File: src/rtl/srl_fifo.sv
// Valid/ready FIFO on a reset-free, enable-gated shift register read through a dynamic address (SRL-mappable).
// Define SRL_FIFO_OREG_EN to add a registered output stage (capacity DEPTH+1, 2-cycle first-word latency).
module srl_fifo #(
    parameter int unsigned WIDTH = 8,
    parameter int unsigned DEPTH = 16
) (
    input  logic                       clk,
    input  logic                       rn,
    input  logic [WIDTH-1:0]           in_data,
    input  logic                       in_valid,
    output logic                       in_ready,
    output logic [WIDTH-1:0]           out_data,
    output logic                       out_valid,
    input  logic                       out_ready,
    output logic [$clog2(DEPTH):0]     count
);

    localparam int unsigned AW = $clog2(DEPTH);
    localparam int unsigned CW = AW + 1;

    logic [WIDTH-1:0] mem_q [DEPTH];
    logic [CW-1:0]    count_srl_q, count_srl_d;
    logic             push;
    logic             pop;
    logic [AW-1:0]    rd_addr;
    logic [WIDTH-1:0] rd_data;

    assign in_ready = (count_srl_q != CW'(DEPTH));
    assign push     = in_valid & in_ready;
    assign rd_addr  = AW'(count_srl_q - CW'(1));
    assign rd_data  = mem_q[rd_addr];

    // Storage: no reset and a single enable, so each bit column maps to one SRL.
    always_ff @(posedge clk) begin
        if (push) begin
            mem_q[0] <= in_data;
            for (int i = 1; i < int'(DEPTH); i++) begin
                mem_q[i] <= mem_q[i-1];
            end
        end
    end

`ifdef SRL_FIFO_OREG_EN
    logic             vld_q, vld_d;
    logic [WIDTH-1:0] out_q, out_d;
    logic             load;

    // Output stage refills from the SRL whenever it is empty or being drained.
    always_comb begin
        pop         = vld_q & out_ready;
        load        = (count_srl_q != '0) & (~vld_q | out_ready);
        vld_d       = vld_q;
        out_d       = out_q;
        count_srl_d = count_srl_q;
        if (load) begin
            vld_d = 1'b1;
            out_d = rd_data;
        end else if (pop) begin
            vld_d = 1'b0;
            out_d = '0;
        end
        if (push && !load) begin
            count_srl_d = count_srl_q + CW'(1);
        end else if (load && !push) begin
            count_srl_d = count_srl_q - CW'(1);
        end
    end

    always_ff @(posedge clk or negedge rn) begin
        if (!rn) begin
            count_srl_q <= '0;
            vld_q       <= 1'b0;
            out_q       <= '0;
        end else begin
            count_srl_q <= count_srl_d;
            vld_q       <= vld_d;
            out_q       <= out_d;
        end
    end

    assign out_valid = vld_q;
    assign out_data  = out_q;
    assign count     = count_srl_q + CW'(vld_q);
`else
    // Fall-through: the oldest entry always sits at address count-1.
    always_comb begin
        pop         = out_valid & out_ready;
        count_srl_d = count_srl_q;
        if (push && !pop) begin
            count_srl_d = count_srl_q + CW'(1);
        end else if (pop && !push) begin
            count_srl_d = count_srl_q - CW'(1);
        end
    end

    always_ff @(posedge clk or negedge rn) begin
        if (!rn) begin
            count_srl_q <= '0;
        end else begin
            count_srl_q <= count_srl_d;
        end
    end

    assign out_valid = (count_srl_q != '0);
    assign out_data  = out_valid ? rd_data : '0;
    assign count     = count_srl_q;
`endif

endmodule

File: config.mk
export PLATFORM = sky130hd
export DESIGN_NAME = srl_fifo
export DESIGN_NICKNAME = d
export VERILOG_FILES = /design/src/rtl/srl_fifo.sv
export SDC_FILE = /design/constraint.sdc
export NUM_CORES = 1
export LEC_CHECK = 0
export BUFFER_PORTS_ARGS = -buffer_cell sky130_fd_sc_hd__buf_4
export CORE_AREA = 8 8 101 103
export CTS_BUF_LIST = sky130_fd_sc_hd__clkbuf_2
export CTS_CLUSTER_DIAMETER = 40
export DETAILED_ROUTE_END_ITERATION = 12
export DIE_AREA = 0 0 109 111
export PLACE_DENSITY_LB_ADDON = 0.3
export SETUP_SLACK_MARGIN = 0.1
export SLEW_MARGIN = 10
export SYNTH_ARGS = -nofsm -noshare
export SYNTH_HDL_FRONTEND = slang
export SYNTH_SLANG_ARGS = --single-unit
File: constraint.sdc
create_clock -name clk -period 11 [get_ports clk]
set_clock_uncertainty 0.2 [all_clocks]
set_input_delay 1.1 -clock clk [delete_from_list [all_inputs] [get_ports clk]]
set_output_delay 1.1 -clock clk [all_outputs]
set_load 0.05 [all_outputs]
After elaboration in Yosys (flattened, before gate mapping)
Memory sizes are Yosys's and may differ from the RTL's.
Index checks and enable logic that the tools add are counted.
- flip-flop bits (word level): 5
- RAM bits: 128
- output and inout bits: 15
- logic and storage cells: 18
- memories kept: 1
- memory list (name ; depth ; bits a word ; read ports ; clocked after memory_dff ; write ports ; line ; text):
    mem_q ; 16 ; 8 ; 16 ; 0 ; 16 ; 21 ; logic [WIDTH-1:0] mem_q [DEPTH];
- add/sub/neg operators: 2
- equal/unequal tests: 1
- multiplexer cells: 5
- bitwise operators: 2
- reductions and logical operators: 6
- operators by type and width (cell ; count):
    $mux 5 ; 2
    $mux 8 ; 1
    $add 5x1->5 const B ; 1
    $ne 5x5->1 const B ; 1
    $reduce_bool 5->1 ; 1
    $sub 5x1->5 const B ; 1
    $and 1x1->1 ; 2
    $logic_and 1x1->1 ; 2
    $logic_not 1->1 ; 2
    $mux 1 ; 2
    $reduce_bool 2->1 ; 1

Depth between registers and ports, before layout
Gate-level depths: netlist of run 1.
- depth in word-level cells: 6
- depth in mapped cells: 11

Least setup slack after synthesis of run 1
Ideal clock, no wire load.
- path kind: register to register
- from: register count_srl_q[0] (netlist: count[0])
- to: register count_srl_q[3] (netlist: count[3])
- setup time: 146 ps
- data arrival time: 6115 ps
- required time: 10654 ps
- slack: 4540 ps
- stages on the path, launching flop included: 11
- path buffers: 1
- path through: dfrtp_1 > clkinv_1 > buf_2 > ha_1 > nand3_1 > and2_1 > ha_1 > nand4_1 > o21ai_0 > nand2b_1 > xnor2_1
- longest elaborated chain between the ends: 5
- elaborated cells between the ends (all ways): 13
- RTL lines (item ; line ; text):
    start, declared ; 22 ; logic [CW-1:0] count_srl_q, count_srl_d;
    start signal, assigned ; 100 ; count_srl_q <= count_srl_d;
    $ne 5x5->1 * ; 28 ; assign in_ready = (count_srl_q != CW'(DEPTH));
    via in_ready ; 11 ; output logic in_ready,
    $and 1x1->1 * ; 29 ; assign push = in_valid & in_ready;
    via push ; 23 ; logic push;
    $logic_not 1->1 ; 91 ; end else if (pop && !push) begin
    $logic_and 1x1->1 ; 91 ;
    $reduce_bool 2->1 (no source line) ; -- ;
Mark *: on every way through the listed nets, which the timed path passes. The rest lies on a longest branch. The select of a mux whose other input is x is not followed.
A chain may end at the register's enable or synchronous reset.

Worst setup path after layout of run 1
- from: register count_srl_q[0] (netlist: count[0])
- to: output port out_data[2]
- longest elaborated chain between the ends: 3
- elaborated cells between the ends (all ways): 4
- RTL lines (item ; line ; text):
    $sub 5x1->5 ; -- ;
    $mem_v2 16x8 ; -- ;
    $mux 8 * ; 105 ; assign out_data = out_valid ? rd_data : '0;
    end, declared ; 12 ; output logic [WIDTH-1:0] out_data,
Every way passes the cells marked *; elsewhere a longest branch is shown, timed or not.

==> impl_metrics.ini, run 1 <==
[outcome]
status = finished, final reports clean

[grt]
grt_max_degree = 90
grt_overflow = 0
grt_pass1_wl_um = 14800
grt_usage_pct = 15.9
met1_usage_pct = 22.6
grt_use_met3_pct = 4.59
antenna_found_initial = 0
grt.busiest_layer = met1
gr-usage-met2_pct = 21.9
first_global_vias = 2852

[worst_setup_path]
crit_type = reg -> out
crit_path_end_kind = output pin
arrival_ns = 3.76
rr_startpoint = count[0]
start_kind = flip-flop
regToRegSetupSlack_ns = 7.56
required_ns = 9.70
timing.rr.end = mem_q[9][1]
cp_max_fo = 65
r2r_cells = 5

[floorplan]
die_h_um = 111
dieArea_um2 = 12100
ios = 27
core_um2 = 8550
fp.dieW_um = 109
core.rowCount = 34
start_util_pct = 63.0

[hold_path]
hp-start = mem_q[10][5]
hold_end = mem_q[11][5]
hold_class = reg -> reg
min_path_cells = 0

[sta]
fin_crit_ns = 5.06
rsz0062_at_grt = false
fmax_ghz = 0.198
tns_ns = 0
fin_crit_sh_pct = 46.0
relSlewSlack_pct = 27.7
final-setup-viol-count = 0
final-hold-violation-count = 0
worstMarginPinSlew_ns = 1.09
slew_viol_final = 0

[logic_synthesis]
synth_nets = 328
synth_seq_cells = 133
synth-async-reset-ratio_pct = 3.76
ys_warn_count = 0
synth_edf_count = 128
synth_cell_types = 31
postSynthAreaPerCell_um2 = 17.2
syn-cell-area_um2 = 5390
synth_seq_area_share_pct = 73.6
dominantRegCellSynth = edfxtp_1
synthCells = 313

[place]
io_buffers = 26
gp_congestion = 0.710
dpl.hpwl_um = 5580
place_area_um2 = 5660

[cts]
clkSinkCount = 133
cts_max_level = 4
numCtsBuffers = 17
clk_latency_ns = 0.66
tritoncts = built
cts_root_buffer = clkbuf_2
clk_pin_slew_ns = 0.19
clockBufferDepth = 2

[layout]
diodes = 0
final_cell_area_um2 = 5940
area_growth_pct = 10.2
final_common_cell = edfxtp_1
drive_gt1_share_pct = 27.7
fillCellCount = 547
layout_common_cells = edfxtp_1 (128), nand3_1 (33), mux2i_1 (33), mux2_2 (32), buf_4 (28)
nNetsFinal = 363

[job]
maxCapViolCount = 0

[routing]
num_vias = 2867
wl_per_cell_um = 19.6
drtIter0Drc = 222
remaining_drc_errors = 0
drt_pass1_iterations = 5
ant_nets = 0
vias_per_cell = 6.11
finalWirelength_um = 9180
-- layer usage --
layer	part of all wire, %	up-vias
met1	46	1430
li1	-	1337
met3	4.9	17
met5	0	-
met4	1.8	0
met2	47	83
-- logic make-up (layout without fill, tap and decap cells) --
| logic type | after synthesis | in the layout | share of synthesized area [%] |
|---|---|---|---|
| DFF | 133 | 133 | 73.6 |
| AOI/OAI and AO/OA | 29 | 29 | 3.69 |
| adders and majority gates | 3 | 3 | 0.697 |
| and+or+nand+nor | 61 | 61 | 5.99 |
| buffers and inverters | 15 | 63 | 1.74 |
| muxes | 65 | 65 | 12.8 |
| xor gates and xnor gates | 7 | 7 | 1.42 |
-- critical path, stage by stage (launching register included) --
cell and delay, ns:
dfrtp_1 0.39, clkinv_1 0.48, ha_4 1.10, mux2i_1 0.26, nand3_1 0.15, nand4_1 0.16, o32ai_1 0.20, buf_4 0.26
-- per-stage QoR --
stage          setup slack (ns)  hold WS [ns]  utilization (%)  cells
2_1_floorplan              4.54         0.220                -    313
3_3_place_gp               6.78         0.223             66.2    436
3_5_place_dp               6.69         0.231             66.2    436
4_1_cts                    5.89         0.252             69.4    469
5_1_grt                    5.63         0.266             69.4    469
6_report                   5.94         0.261             69.4    469
-- registers in the layout, indices dropped and copies added (netlist names) --
name,cells
count,5
mem_q,128
-- worst max-delay path by stage --
stage / from / cells after the start / slack, ns / endpoint
global route: count[0] / 7 / 5.63 / out_data[2]
finish: count[0] / 7 / 5.94 / out_data[2]
detailed placement: count[0] / 7 / 6.69 / out_data[2]
global placement: count[0] / 7 / 6.78 / out_data[1]
floorplan: count[0] / 10 / 4.54 / count[3]
CTS: count[0] / 7 / 5.89 / out_data[2]
-- final cells by class --
class                      count  area (um2)  area share, %
clock inverter                15         180           3.03
tap                          108         135           2.28
timing repair buffer          29         220           3.71
sequential                   133        3970           66.8
clock buffer                  17        85.1           1.43
multi-input combinational    165        1340           22.6
inverter                       2        7.51          0.126
-- synthesized netlist by cell type (all sizes together) (2+ instances only) --
cell type	number	area share, %
o32ai	8	1.3
edfxtp	128	71
a21oi	2	0.26
mux2i	33	6.1
o22ai	16	1.9
ha	3	0.70
dfrtp	5	2.3
nand2	9	0.77
buf	13	1.6
xnor2	3	0.63
xor2	4	0.79
nand4	10	1.2
nand3	33	3.1
o21ai	3	0.28
nor2	3	0.21
mux2	32	6.7
-- timing repair --
| item | CTS | global route |
|---|---|---|
| endpoints found under the hold margin | 5 | 0 |
| resized for setup | 0 | 0 |
| buffers inserted | 0 | 0 |
| hold buffers | 1 | 0 |
Power of run 1 is left out: the tool's default activity adds up to more than one toggle a clock period on the data nets, which glitch-free logic cannot reach.
==> run 2: changes to the inputs <==
Settings changed: ABC_AREA set to 1, CORE_AREA 8 8 101 103 to 8 8 104 106, DIE_AREA 0 0 109 111 to 0 0 112 114.
Clock period 11 ns to 4.86 ns, I/O delays scaled along.
==> impl_metrics.ini, run 2 <==
[outcome]
status = finished, final reports clean

[sta]
final-hold-violation-count = 0
final-setup-viol-count = 0
rsz0062_at_grt = false
worstMarginPinSlew_ns = 0.725
relSlewSlack_pct = 51.7
tns_ns = 0
slew_viol_final = 0
fmax_ghz = 0.249
fin_crit_ns = 4.02
fin_crit_sh_pct = 82.8

[worst_setup_path]
crit_type = reg -> out
cp_max_fo = 66
required_ns = 4.17
arrival_ns = 3.34
regToRegSetupSlack_ns = 1.58
crit_path_end_kind = output pin
cp-startpoint = count[0]
start_kind = flip-flop
rr_startpoint = count[0]

[cts]
ctsResizeCount = 0
cts_max_level = 4
clk_latency_ns = 0.69
clkSinkCount = 133
clk_pin_slew_ns = 0.24
cts_root_buffer = clkbuf_2
tritoncts = built
numCtsBuffers = 17
clockBufferDepth = 2

[floorplan]
die_h_um = 114
core_um2 = 9110
core.rowCount = 35
fp.dieW_um = 112
dieArea_um2 = 12800
start_util_pct = 61.3
ios = 27

[routing]
wl_per_cell_um = 16.2
remaining_drc_errors = 0
drt_pass1_iterations = 6
dr_wl_met3_um = 683
wl_met2_um = 4990
wl_met1_um = 4650
vias_per_cell = 5.58
ant_nets = 0
finalWirelength_um = 10400
drtIter0Drc = 379
dr.max_layer_used = met4
num_vias = 3597

[layout]
drive_gt1_share_pct = 14.6
largest_reg_flops = 128
area_growth_pct = 9.79
final_common_cell = nand2_1
multi_input_area_um2 = 1390
largest_register = mem_q
regArea_um2 = 3970
fillCellCount = 669
layout_common_cells = nand2_1 (165), edfxtp_1 (128), nand3_1 (101), buf_4 (30), nor2_1 (28)
diodes = 0
nNetsFinal = 536

[logic_synthesis]
postSynthAreaPerCell_um2 = 11.5
synthCells = 484
syn-cell-area_um2 = 5580
synth_nets = 499
synth_seq_cells = 133
synth_compound_area_share_pct = 0.695
synthXorXnorAreaFrac_pct = 0.314
yosysTopAreaCellShare_pct = 68.8
synth_fa_ha_area_share_pct = 0.672
synth_seq_area_share_pct = 71.1
yosys-top-cells-area = edfxtp_1 (69%), nand2_1 (11%), nand3_1 (9.1%), dfrtp_1 (2.2%), nor2_1 (1.9%)
synth_top_family_by_area = simple AND/OR/NAND/NOR gates
synth.most_common_cell = nand2_1
synth_commonest_cells = nand2_1 (167), edfxtp_1 (128), nand3_1 (101)
synth-simple-area-share_pct = 23.1
synth_edf_count = 128
dominantRegCellSynth = edfxtp_1
ys_warn_count = 0
synth_cell_types = 23
yosysTopAreaCell = edfxtp_1
synth-async-reset-ratio_pct = 3.76
synth_mux_area_share_pct = 0

[job]
maxCapViolCount = 0

[grt]
grt_usage_pct = 17.2
antenna_found_initial = 0
grt_max_degree = 116
grt_pass1_wl_um = 17200
grt_overflow = 0
first_global_vias = 3457

[place]
dpl.hpwl_um = 5880
io_buffers = 26
gp_congestion = 0.826

[hold_path]
hold_class = in -> reg
hp-start = in_valid
## run 2: cell count changes after synthesis, sizes merged, moves of 8 or more
cell | before | now
mux2i | 33 | 0
buf | 13 | 22
o22ai | 16 | 1
mux2 | 32 | 0
nand4 | 10 | 0
inv | 1 | 13
nor2 | 3 | 28
o32ai | 8 | 0
nand3 | 33 | 101
nand2 | 9 | 173
## run 2: kinds of logic after synthesis
family	after synthesis
AOI/OAI and AO/OA	6
xor gates and xnor gates	2
adders and majority gates	3
buffers and inverters	37
DFF	133
and+or+nand+nor	303
## run 2: final timing paths
kind	end	cells past startpoint
setup reg to reg	count[3]	14
max in group asynchronous	count[3]	3
setup / recovery	out_data[2]	12
hold / removal	mem_q[6][7]	3
min in group asynchronous	count[1]	3
hold reg to reg	mem_q[14][7]	0
## run 2: stage by stage
step | std cells | setup slack, ns | util (%) | hold slack, ns | cell area [um2]
floorplan | 484 | 0.124 | - | -0.00959 | 5600
global placement | 602 | 1.61 | 63.7 | 0.0920 | 5800
detailed placement | 602 | 1.61 | 63.7 | 0.0942 | 5800
CTS | 645 | 0.776 | 67.3 | 0.128 | 6130
global route | 645 | 0.552 | 67.3 | 0.120 | 6130
finish | 645 | 0.836 | 67.3 | 0.188 | 6130
## run 2: cell type report
| type | count | share of cell area [%] |
|---|---|---|
| Multi-Input combinational cell | 314 | 22.7 |
| Clock inverter | 15 | 2.18 |
| Clock buffer | 17 | 1.39 |
| Tap cell | 111 | 2.27 |
| Inverter | 13 | 0.857 |
| Sequential cell | 133 | 64.8 |
| Timing Repair Buffer | 42 | 5.80 |
## run 2: timing repair
item,4_1_cts,5_1_grt
buffers inserted,0,0
endpoints found under the setup margin,0,0
endpoints found under the hold margin,14,0
hold buffers,11,0
## run 2: layer usage
layer / up-vias / track usage, %
li1: 1753 / -
met1: 1703 / 22.7
met2: 131 / 26.4
met3: 10 / 5.60
met4: 0 / 5.76
met5: - / 0
## run 2: critical path: stages, from the launching register on
cell and delay [ns]:
dfrtp_2 0.46, inv_2 0.04, buf_4 0.54, ha_1 0.35, inv_1 0.07, nand2_2 0.08
nand2_4 0.19, inv_2 0.25, nand3_1 0.12, nand3_1 0.09, nand2_1 0.07, nor2_1 0.15
buf_4 0.22
Power of run 2 is left out for the same reason.
==> run 3: changes to the inputs <==
Settings changed: ABC_AREA 1 to 0, CORE_AREA 8 8 104 106 to 8 8 107 109, DIE_AREA 0 0 112 114 to 0 0 115 117.
Clock period 4.86 ns to 3.3 ns, I/O delays scaled along.
==> impl_metrics.ini, run 3 (synthesized netlist as in run 1, its figures left out) <==
[outcome]
status = finished, final reports clean

[cts]
numCtsBuffers = 17
cts_max_level = 4
clk_pin_slew_ns = 0.20
tritoncts = built
clkSinkCount = 133
clockBufferDepth = 2
cts_root_buffer = clkbuf_2
clk_latency_ns = 0.67

[layout]
final_common_cell = edfxtp_1
multi_input_area_um2 = 1610
regArea_um2 = 3970
nNetsFinal = 393
layout_common_cells = edfxtp_1 (128), mux2i_1 (31), nand3_1 (31), mux2_2 (29), buf_4 (26)
drive_gt1_share_pct = 38.1
diodes = 0
largest_register = mem_q
largest_reg_flops = 128
fillCellCount = 672
area_growth_pct = 25.0

[routing]
drtIter0Drc = 299
vias_per_cell = 5.56
wl_per_cell_um = 18.8
num_vias = 2932
finalWirelength_um = 9910
ant_nets = 0
drt_pass1_iterations = 4
remaining_drc_errors = 0

[worst_setup_path]
arrival_ns = 2.65
r2r_cells = 4
required_ns = 2.77
cp_max_fo = 8
cp_slowest_stage_delay_ns = 0.48
slowest_stage = dfrtp_2
crit_path_end_kind = output pin
start_kind = flip-flop
crit_type = reg -> out
crit_chain = clkinv_8, ha_4, buf_4, mux2_2, o22ai_1, o32ai_4, buf_6

[hold_path]
hold_class = in -> reg
min_path_cells = 2

[sta]
rsz0062_at_grt = true
slew_viol_final = 0
final-setup-viol-count = 0
worstMarginPinSlew_ns = 0.497
fmax_ghz = 0.315
holdWs_ns = 0.0744
fin_crit_sh_pct = 96.3
final-hold-violation-count = 0
fin_crit_ns = 3.18
relSlewSlack_pct = 66.8

[grt]
grt_max_degree = 97
antenna_found_initial = 0
first_global_vias = 2929
grt_overflow = 0
grt_usage_pct = 15.3
grt_pass1_wl_um = 15400

[floorplan]
dieArea_um2 = 13500
core_um2 = 9910
fp.dieW_um = 115
ios = 27
die_h_um = 117
core.rowCount = 37
start_util_pct = 54.4

[place]
gp_congestion = 0.738
dpl.hpwl_um = 5540
io_buffers = 26

[job]
maxCapViolCount = 0
-- run 3: layout make-up --
type	instances	share of cell area (%)
clock inverters	15	2.99
flip-flops and latches	133	59.0
multi-input cells	165	23.9
well taps	136	2.53
clock buffers	17	1.26
inverters	2	0.297
repair buffers	59	10.0
-- run 3: final timing paths --
| path | endpoint | from | slack (ns) |
|---|---|---|---|
| min in group asynchronous | count[4] | rn | 0.37 |
| worst min-delay path | mem_q[14][5] | in_valid | 0.07 |
| worst max-delay path | out_data[7] | count[0] | 0.12 |
| worst max register to register | mem_q[5][0] | count[3] | 0.93 |
| max in group asynchronous | count[1] | rn | 2.33 |
| worst min register to register | mem_q[10][7] | mem_q[9][7] | 0.26 |
-- run 3: critical path: cells and delay by family (launching register included) --
| family | cells | cell delay [ns] |
|---|---|---|
| flops | 1 | 0.48 |
| compound gates | 2 | 0.38 |
| mux | 1 | 0.35 |
| buf+inv | 3 | 0.42 |
| fa+ha+maj | 1 | 0.37 |
-- run 3: layer usage --
metal  vias up  wire, um  GRT usage [%]
li1       1392         -              -
met1      1468      4480           20.5
met2        62      4920           22.8
met3        10       376           4.36
met4         0       133           7.18
met5         -         0              0
-- run 3: through the flow --
step                      setup TNS [ns]  setup slack, ns  util (%)  instance area (um2)  instances
after floorplan                        0           0.0799         -                 5500        313
after global placement                 0            0.606      59.1                 5850        469
after detailed placement               0            0.558      59.1                 5850        469
after CTS                              0           0.0917      65.3                 6470        521
after global routing             -0.0511          -0.0398      68.0                 6740        527
final                                  0            0.123      68.0                 6740        527
-- run 3: what timing repair did --
item | in CTS | in global routing
pin swaps | 3 | 15
setup endpoints to repair | 8 | 8
hold endpoints to repair | 15 | 0
gates cloned | 2 | 2
hold buffers | 11 | 0
setup buffers | 7 | 4
resized for setup | 23 | 28
Power of run 3 is left out for the same reason.
